$ cat src/rtl/sev_disp_pkg.sv
`default_nettype none
// ============================================================================
// Module   : sev_disp_pkg
// Brief    : FSM states, segment constants and sizing helper for the display path
// Revision : 1.0
// ============================================================================
package sev_disp_pkg;

  localparam logic [1:0] C_ST_IDLE   = 2'd0;
  localparam logic [1:0] C_ST_SHIFT  = 2'd1;
  localparam logic [1:0] C_ST_FINISH = 2'd2;

  typedef enum logic [1:0] {
    ST_IDLE   = C_ST_IDLE,
    ST_SHIFT  = C_ST_SHIFT,
    ST_FINISH = C_ST_FINISH
  } state_e;

  localparam logic [6:0] SEG_BLANK = 7'h7F;
  localparam logic [6:0] SEG_DASH  = 7'h3F;

  // Active-low gfedcba patterns, digit 0 in the low 7 bits
  localparam logic [69:0] SEG_TABLE = {7'h10, 7'h00, 7'h78, 7'h02, 7'h12,
                                       7'h19, 7'h30, 7'h24, 7'h79, 7'h40};

  function automatic int bcd_digits(input int w);
    return (w + 2) / 3;
  endfunction

endpackage
`default_nettype wire

$ cat src/rtl/sev_seg_encode.sv
`default_nettype none
// ============================================================================
// Module   : sev_seg_encode
// Brief    : BCD nibble to active-low seven-segment pattern (non-decimal = blank)
// Revision : 1.0
// ============================================================================
module sev_seg_encode
  import sev_disp_pkg::*;
(
  input  logic [3:0] nib,
  output logic [6:0] seg
);

  always_comb begin
    seg = SEG_BLANK;
    if (nib <= 4'd9) seg = SEG_TABLE[7*nib +: 7];
  end

endmodule
`default_nettype wire

$ cat src/rtl/multi_digit_sev_disp.sv
`default_nettype none
// ============================================================================
// Module   : multi_digit_sev_disp
// Brief    : Sequential double-dabble binary to multi-digit 7-segment driver.
//            Optional build macro: LEAD_ZERO_BLANK_EN (blank leading zeros).
// Revision : 1.0
// ============================================================================
module multi_digit_sev_disp
  import sev_disp_pkg::*;
#(
  parameter int BIN_W      = 8,
  parameter int NUM_DIGITS = 3,
  parameter int SIGNED_IN  = 0
) (
  input  logic                    clock,
  input  logic                    rstIn,
  input  logic                    start,
  input  logic [BIN_W-1:0]        binIn,
  output logic                    busy,
  output logic                    done,
  output logic                    ovf,
  output logic                    neg,
  output logic [4*NUM_DIGITS-1:0] bcdOut,
  output logic [7*NUM_DIGITS-1:0] segAll
);

  localparam int C_CONV  = bcd_digits(BIN_W);
  localparam int C_AVAIL = NUM_DIGITS - SIGNED_IN;
  localparam int C_EXT   = (C_CONV > NUM_DIGITS) ? C_CONV : NUM_DIGITS;
  localparam int C_CNT_W = $clog2(BIN_W);
  localparam logic [C_CNT_W-1:0] C_LAST = C_CNT_W'(BIN_W - 1);

`ifdef LEAD_ZERO_BLANK_EN
  localparam logic C_LZB = 1'b1;
`else
  localparam logic C_LZB = 1'b0;
`endif

  state_e                  r_state;
  logic [C_CNT_W-1:0]      r_cnt;
  logic [BIN_W-1:0]        r_mag;
  logic [4*C_CONV-1:0]     r_acc;
  logic                    r_sign;

  logic                    w_neg;
  logic [BIN_W-1:0]        w_mag;
  logic [4*C_CONV-1:0]     w_adj;
  logic                    w_unused_msb;
  logic [4*C_EXT-1:0]      w_ext;
  logic                    w_ovf;
  logic                    w_seen;
  logic [4*NUM_DIGITS-1:0] w_bcd;
  logic [7*NUM_DIGITS-1:0] w_enc;
  logic [7*NUM_DIGITS-1:0] w_seg;

  // Negating the most negative value wraps to 2^(BIN_W-1), which is exactly its magnitude
  assign w_neg = (SIGNED_IN != 0) && binIn[BIN_W-1];
  assign w_mag = w_neg ? (~binIn + {{(BIN_W-1){1'b0}}, 1'b1}) : binIn;

  always_comb begin
    w_adj = r_acc;
    for (int i = 0; i < C_CONV; i++) begin
      if (r_acc[4*i +: 4] >= 4'd5) w_adj[4*i +: 4] = r_acc[4*i +: 4] + 4'd3;
    end
  end

  // The accumulator is sized so its top bit can never carry out
  assign w_unused_msb = w_adj[4*C_CONV-1];

  always_comb begin
    w_ext = '0;
    w_ext[4*C_CONV-1:0] = r_acc;
    w_ovf = 1'b0;
    for (int i = C_AVAIL; i < C_EXT; i++) begin
      if (w_ext[4*i +: 4] != 4'd0) w_ovf = 1'b1;
    end
  end

  always_comb begin
    w_bcd = '1;
    if (!w_ovf) begin
      w_bcd = w_ext[4*NUM_DIGITS-1:0];
      if (SIGNED_IN != 0) w_bcd[4*NUM_DIGITS-1 -: 4] = r_sign ? 4'hA : 4'h0;
    end
  end

  for (genvar gi = 0; gi < NUM_DIGITS; gi++) begin : g_enc
    sev_seg_encode u_enc (
      .nib (w_ext[4*gi +: 4]),
      .seg (w_enc[7*gi +: 7])
    );
  end

  // Scan from the top digit down so leading zeros are known before each digit
  always_comb begin
    w_seg  = '1;
    w_seen = 1'b0;
    for (int i = NUM_DIGITS - 1; i >= 0; i--) begin
      if (i >= C_AVAIL) begin
        w_seg[7*i +: 7] = r_sign ? SEG_DASH : SEG_BLANK;
      end else begin
        if ((w_ext[4*i +: 4] != 4'd0) || (i == 0)) w_seen = 1'b1;
        w_seg[7*i +: 7] = (C_LZB && !w_seen) ? SEG_BLANK : w_enc[7*i +: 7];
      end
      if (w_ovf) w_seg[7*i +: 7] = SEG_DASH;
    end
  end

  always_ff @(posedge clock or posedge rstIn) begin
    if (rstIn) begin
      r_state <= ST_IDLE;
      r_cnt   <= '0;
      r_mag   <= '0;
      r_acc   <= '0;
      r_sign  <= 1'b0;
      busy    <= 1'b0;
      done    <= 1'b0;
      ovf     <= 1'b0;
      neg     <= 1'b0;
      bcdOut  <= '0;
      segAll  <= {NUM_DIGITS{SEG_BLANK}};
    end else begin
      done <= 1'b0;
      case (r_state)
        ST_IDLE: begin
          if (start) begin
            r_mag   <= w_mag;
            r_sign  <= w_neg;
            r_acc   <= '0;
            r_cnt   <= '0;
            busy    <= 1'b1;
            r_state <= ST_SHIFT;
          end
        end
        ST_SHIFT: begin
          r_acc <= {w_adj[4*C_CONV-2:0], r_mag[BIN_W-1]};
          r_mag <= r_mag << 1;
          r_cnt <= r_cnt + 1'b1;
          if (r_cnt == C_LAST) r_state <= ST_FINISH;
        end
        ST_FINISH: begin
          busy    <= 1'b0;
          done    <= 1'b1;
          ovf     <= w_ovf;
          neg     <= r_sign;
          bcdOut  <= w_bcd;
          segAll  <= w_seg;
          r_state <= ST_IDLE;
        end
        default: r_state <= ST_IDLE;
      endcase
    end
  end

endmodule
`default_nettype wire

$ cat config.mk
export PLATFORM = sky130hd
export DESIGN_NAME = multi_digit_sev_disp
export DESIGN_NICKNAME = d
export VERILOG_FILES = /design/src/rtl/sev_disp_pkg.sv /design/src/rtl/sev_seg_encode.sv /design/src/rtl/multi_digit_sev_disp.sv
export SDC_FILE = /design/constraint.sdc
export NUM_CORES = 1
export LEC_CHECK = 0
export BUFFER_PORTS_ARGS = -buffer_cell sky130_fd_sc_hd__buf_2
export CORE_MARGIN = 2
export CORE_UTILIZATION = 45
export DETAILED_ROUTE_END_ITERATION = 8
export PLACE_DENSITY = 0.66
export SYNTH_ARGS = -nofsm -noshare
export SYNTH_HDL_FRONTEND = slang
export SYNTH_SLANG_ARGS = --single-unit
$ cat constraint.sdc
create_clock -name clock -period 2.1 [get_ports clock]
set_clock_uncertainty 0.05 [all_clocks]
set_input_delay 0.21 -clock clock [delete_from_list [all_inputs] [get_ports clock]]
set_output_delay 0.21 -clock clock [all_outputs]
set_load 0.005 [all_outputs]
==> impl_metrics.py <==
metrics = {
    "finish": {
        "area_growth_pct": 14.5,
        "final_common_cell": "nand2_1",
        "multi_input_area_mm2": 0.00131,
        "fin_nets": 384,
        "final_cell_mix": "57 x nand2_1, 45 x buf_2, 39 x dfrtp_1",
        "stdcell_count": 438,
        "diodes": 0,
        "num-fill-cells": 580,
        "drive_gt1_share_pct": 26.3,
        "final-seq-area_mm2": 0.00153,
    },
    "sta": {
        "maxSlewHeadroom_pct": 56.9,
        "setup_viol": 0,
        "hold_viol": 0,
        "rsz0062_at_grt": "false",
        "finalSetupTns_ps": 0,
        "clock.fmax_mhz": 562,
        "drv_slew": 0,
        "fin_crit_sh_pct": 84.7,
        "hold_slack_ps": 76.9,
        "worstMarginPinSlew_ps": 642,
        "fin_crit_ps": 1780,
    },
    "floorplan": {
        "start_util_pct": 47.0,
        "die_x_um": 85.7,
        "die-area_mm2": 0.00735,
        "fp.dieH_um": 85.7,
        "ios": 48,
        "rows": 29,
        "core_mm2": 0.00639,
    },
    "synth": {
        "ys_warn_count": 0,
        "synth_top_area_share_pct": 32.5,
        "synth_area_per_cell_um2": 9.63,
        "synth_area_mm2": 0.00300,
        "synthFlopType": "dfrtp_1",
        "yosysUniqueCellTypes": 38,
        "seq_area_frac_synth_pct": 50.9,
        "netlist_instances": 312,
        "netlist_top_cells_area": "dfrtp_1 32%, dfstp_2 18%, nand2_1 7.1%",
        "synth_area_leader_cell": "dfrtp_1",
        "ys_ff_latch": 60,
        "synth_edf_count": 0,
        "async_flop_share_pct": 100,
    },
    "clock_tree": {
        "cts_root_buf": "clkbuf_8",
        "clock_latency_ps": 330,
        "clock_path_buffers": 2,
        "cts_tree": "built",
        "path_clk_slew_ps": 60,
        "cts_sinks": 60,
        "post-cts-setup-buffers": 0,
        "htreeDepth": 3,
        "cts_buffers": 9,
    },
    "power": {
        "finalPower_w": 0.00523,
        "cellPowerDensity_mw_per_mm2": 1520,
        "vdd_ir_drop_max_mv": 0.661,
        "p_leak_nw": 1.65,
    },
    "routing": {
        "dr.pass1.iters": 4,
        "drt_iter0_markers": 111,
        "num_vias": 2259,
        "routed_wl_um": 5800,
        "via_per_inst": 5.16,
        "route.detailed.drc": 0,
        "post_drt_wl_per_cell_um": 13.2,
        "antenna_violating_nets_post_route": 0,
    },
    "worst_setup_path": {
        "path_class": "flip-flop to flip-flop",
        "end_kind": "flip-flop",
        "worst_ep_arrival_time_ps": 1930,
        "critPathRequiredTime_ps": 2250,
        "cp_max_fo": 7,
        "startpoint_type": "flip-flop",
    },
    "run": {
        "drv_cap": 0,
    },
    "global_route": {
        "grt_pass1_wl_um": 10100,
        "grt_usage_pct": 17.5,
        "antenna_found_initial": 0,
        "grt_max_degree": 61,
        "grt_pass1_vias": 2140,
        "grt.overflow.total": 0,
    },
    "outcome": {
        "status": "completed",
    },
    "placement": {
        "detailed_place_hpwl_um": 3890,
        "io_buffers": 45,
        "place_inst": 421,
        "gp_congestion": 0.846,
    },
    "hold_path": {
        "hold_path_class": "primary input to flip-flop",
    },
}
## final cells by class
class	count	share of cell area, %
Timing Repair Buffer	53	8.73
Inverter	12	1.31
Sequential cell	60	44.4
Clock inverter	3	0.437
Multi-Input combinational cell	220	38.0
Tap cell	77	2.80
Clock buffer	13	4.33
## flip-flops by register name, summed over array words and instances, names as in the netlist
name     cells
bcdOut      12
busy         1
done         1
r_acc       12
r_cnt        3
r_mag        8
r_state      2
segAll      21
## kinds of logic after synthesis
family | Yosys count | share of synthesized area, %
DFF | 60 | 50.9
xor gates and xnor gates | 3 | 0.875
AOI/OAI and AO/OA | 88 | 18.2
adders and majority gates | 17 | 7.08
and+or+nand+nor | 105 | 15.2
muxes | 5 | 1.83
buffers and inverters | 33 | 5.79
other | 1 | 0.125
## timing repair
item / CTS / global route
endpoints found under the hold margin: 39 / 0
hold buffers: 1 / 0
resized for setup: 0 / 0
## layer usage
metal | GRT usage (%) | wire length [um] | vias up | share of wire (%)
met5 | 0 | 0 | - | 0
met4 | 7.79 | 70 | 0 | 1.2
met3 | 4.72 | 224 | 5 | 3.9
met2 | 26.1 | 2640 | 38 | 46
met1 | 24.1 | 2860 | 1065 | 49
li1 | - | - | 1151 | -
## worst max-delay path: stages (launching register included)
cell	delay [ps]
dfrtp_1	430
inv_1	200
ha_1	310
nand2b_1	80
a21oi_1	270
mux2i_1	230
o21ai_1	80
## report_power, final
part / internal [W] / total [W] / switching (W)
clock network: 0.000455 / 0.000884 / 0.000429
logic: 0.00103 / 0.00218 / 0.00115
registers: 0.00175 / 0.00217 / 0.000416
## synthesized netlist by cell type (3+ instances only)
master	n
dfrtp_1	39
mux2i_1	4
o22ai_1	8
ha_1	17
inv_1	11
dfstp_2	21
nand2_1	57
buf_4	8
a211oi_1	4
o31ai_1	4
buf_2	10
o22a_1	6
a21oi_1	16
o21ai_0	29
nor2b_1	5
nand2b_1	4
nor3_1	4
a31oi_1	8
nor2_1	27
a32o_1	4
xnor2_1	3
a22o_1	3
## worst paths after layout
| path | slack [ps] | from | to | cells after the start |
|---|---|---|---|---|
| min in group asynchronous | 430 | rstIn | bcdOut[4]$_DFFE_PP0P_ | 4 |
| min | 80 | binIn[6] | r_mag[6]$_DFFE_PP0P_ | 3 |
| max reg2reg | 320 | r_acc[4]$_DFFE_PP0P_ | r_acc[6]$_DFFE_PP0P_ | 6 |
| max in group asynchronous | 1270 | rstIn | segAll[15]$_DFFE_PP1P_ | 4 |
| min reg2reg | 420 | bcdOut[10]$_DFFE_PP0P_ | bcdOut[10]$_DFFE_PP0P_ | 2 |
| max | 320 | r_acc[4]$_DFFE_PP0P_ | r_acc[6]$_DFFE_PP0P_ | 6 |
## through the flow
| stage | area, um^2 | utilization, % | setup WS [ps] |
|---|---|---|---|
| after floorplan | 3010 | - | 390 |
| after global placement | 3270 | 51.1 | 400 |
| after detailed placement | 3270 | 51.1 | 333 |
| after CTS | 3440 | 53.9 | 329 |
| after global routing | 3440 | 53.9 | 154 |
| final | 3440 | 53.9 | 321 |
Note: power is estimated with default switching activity, not from simulation.
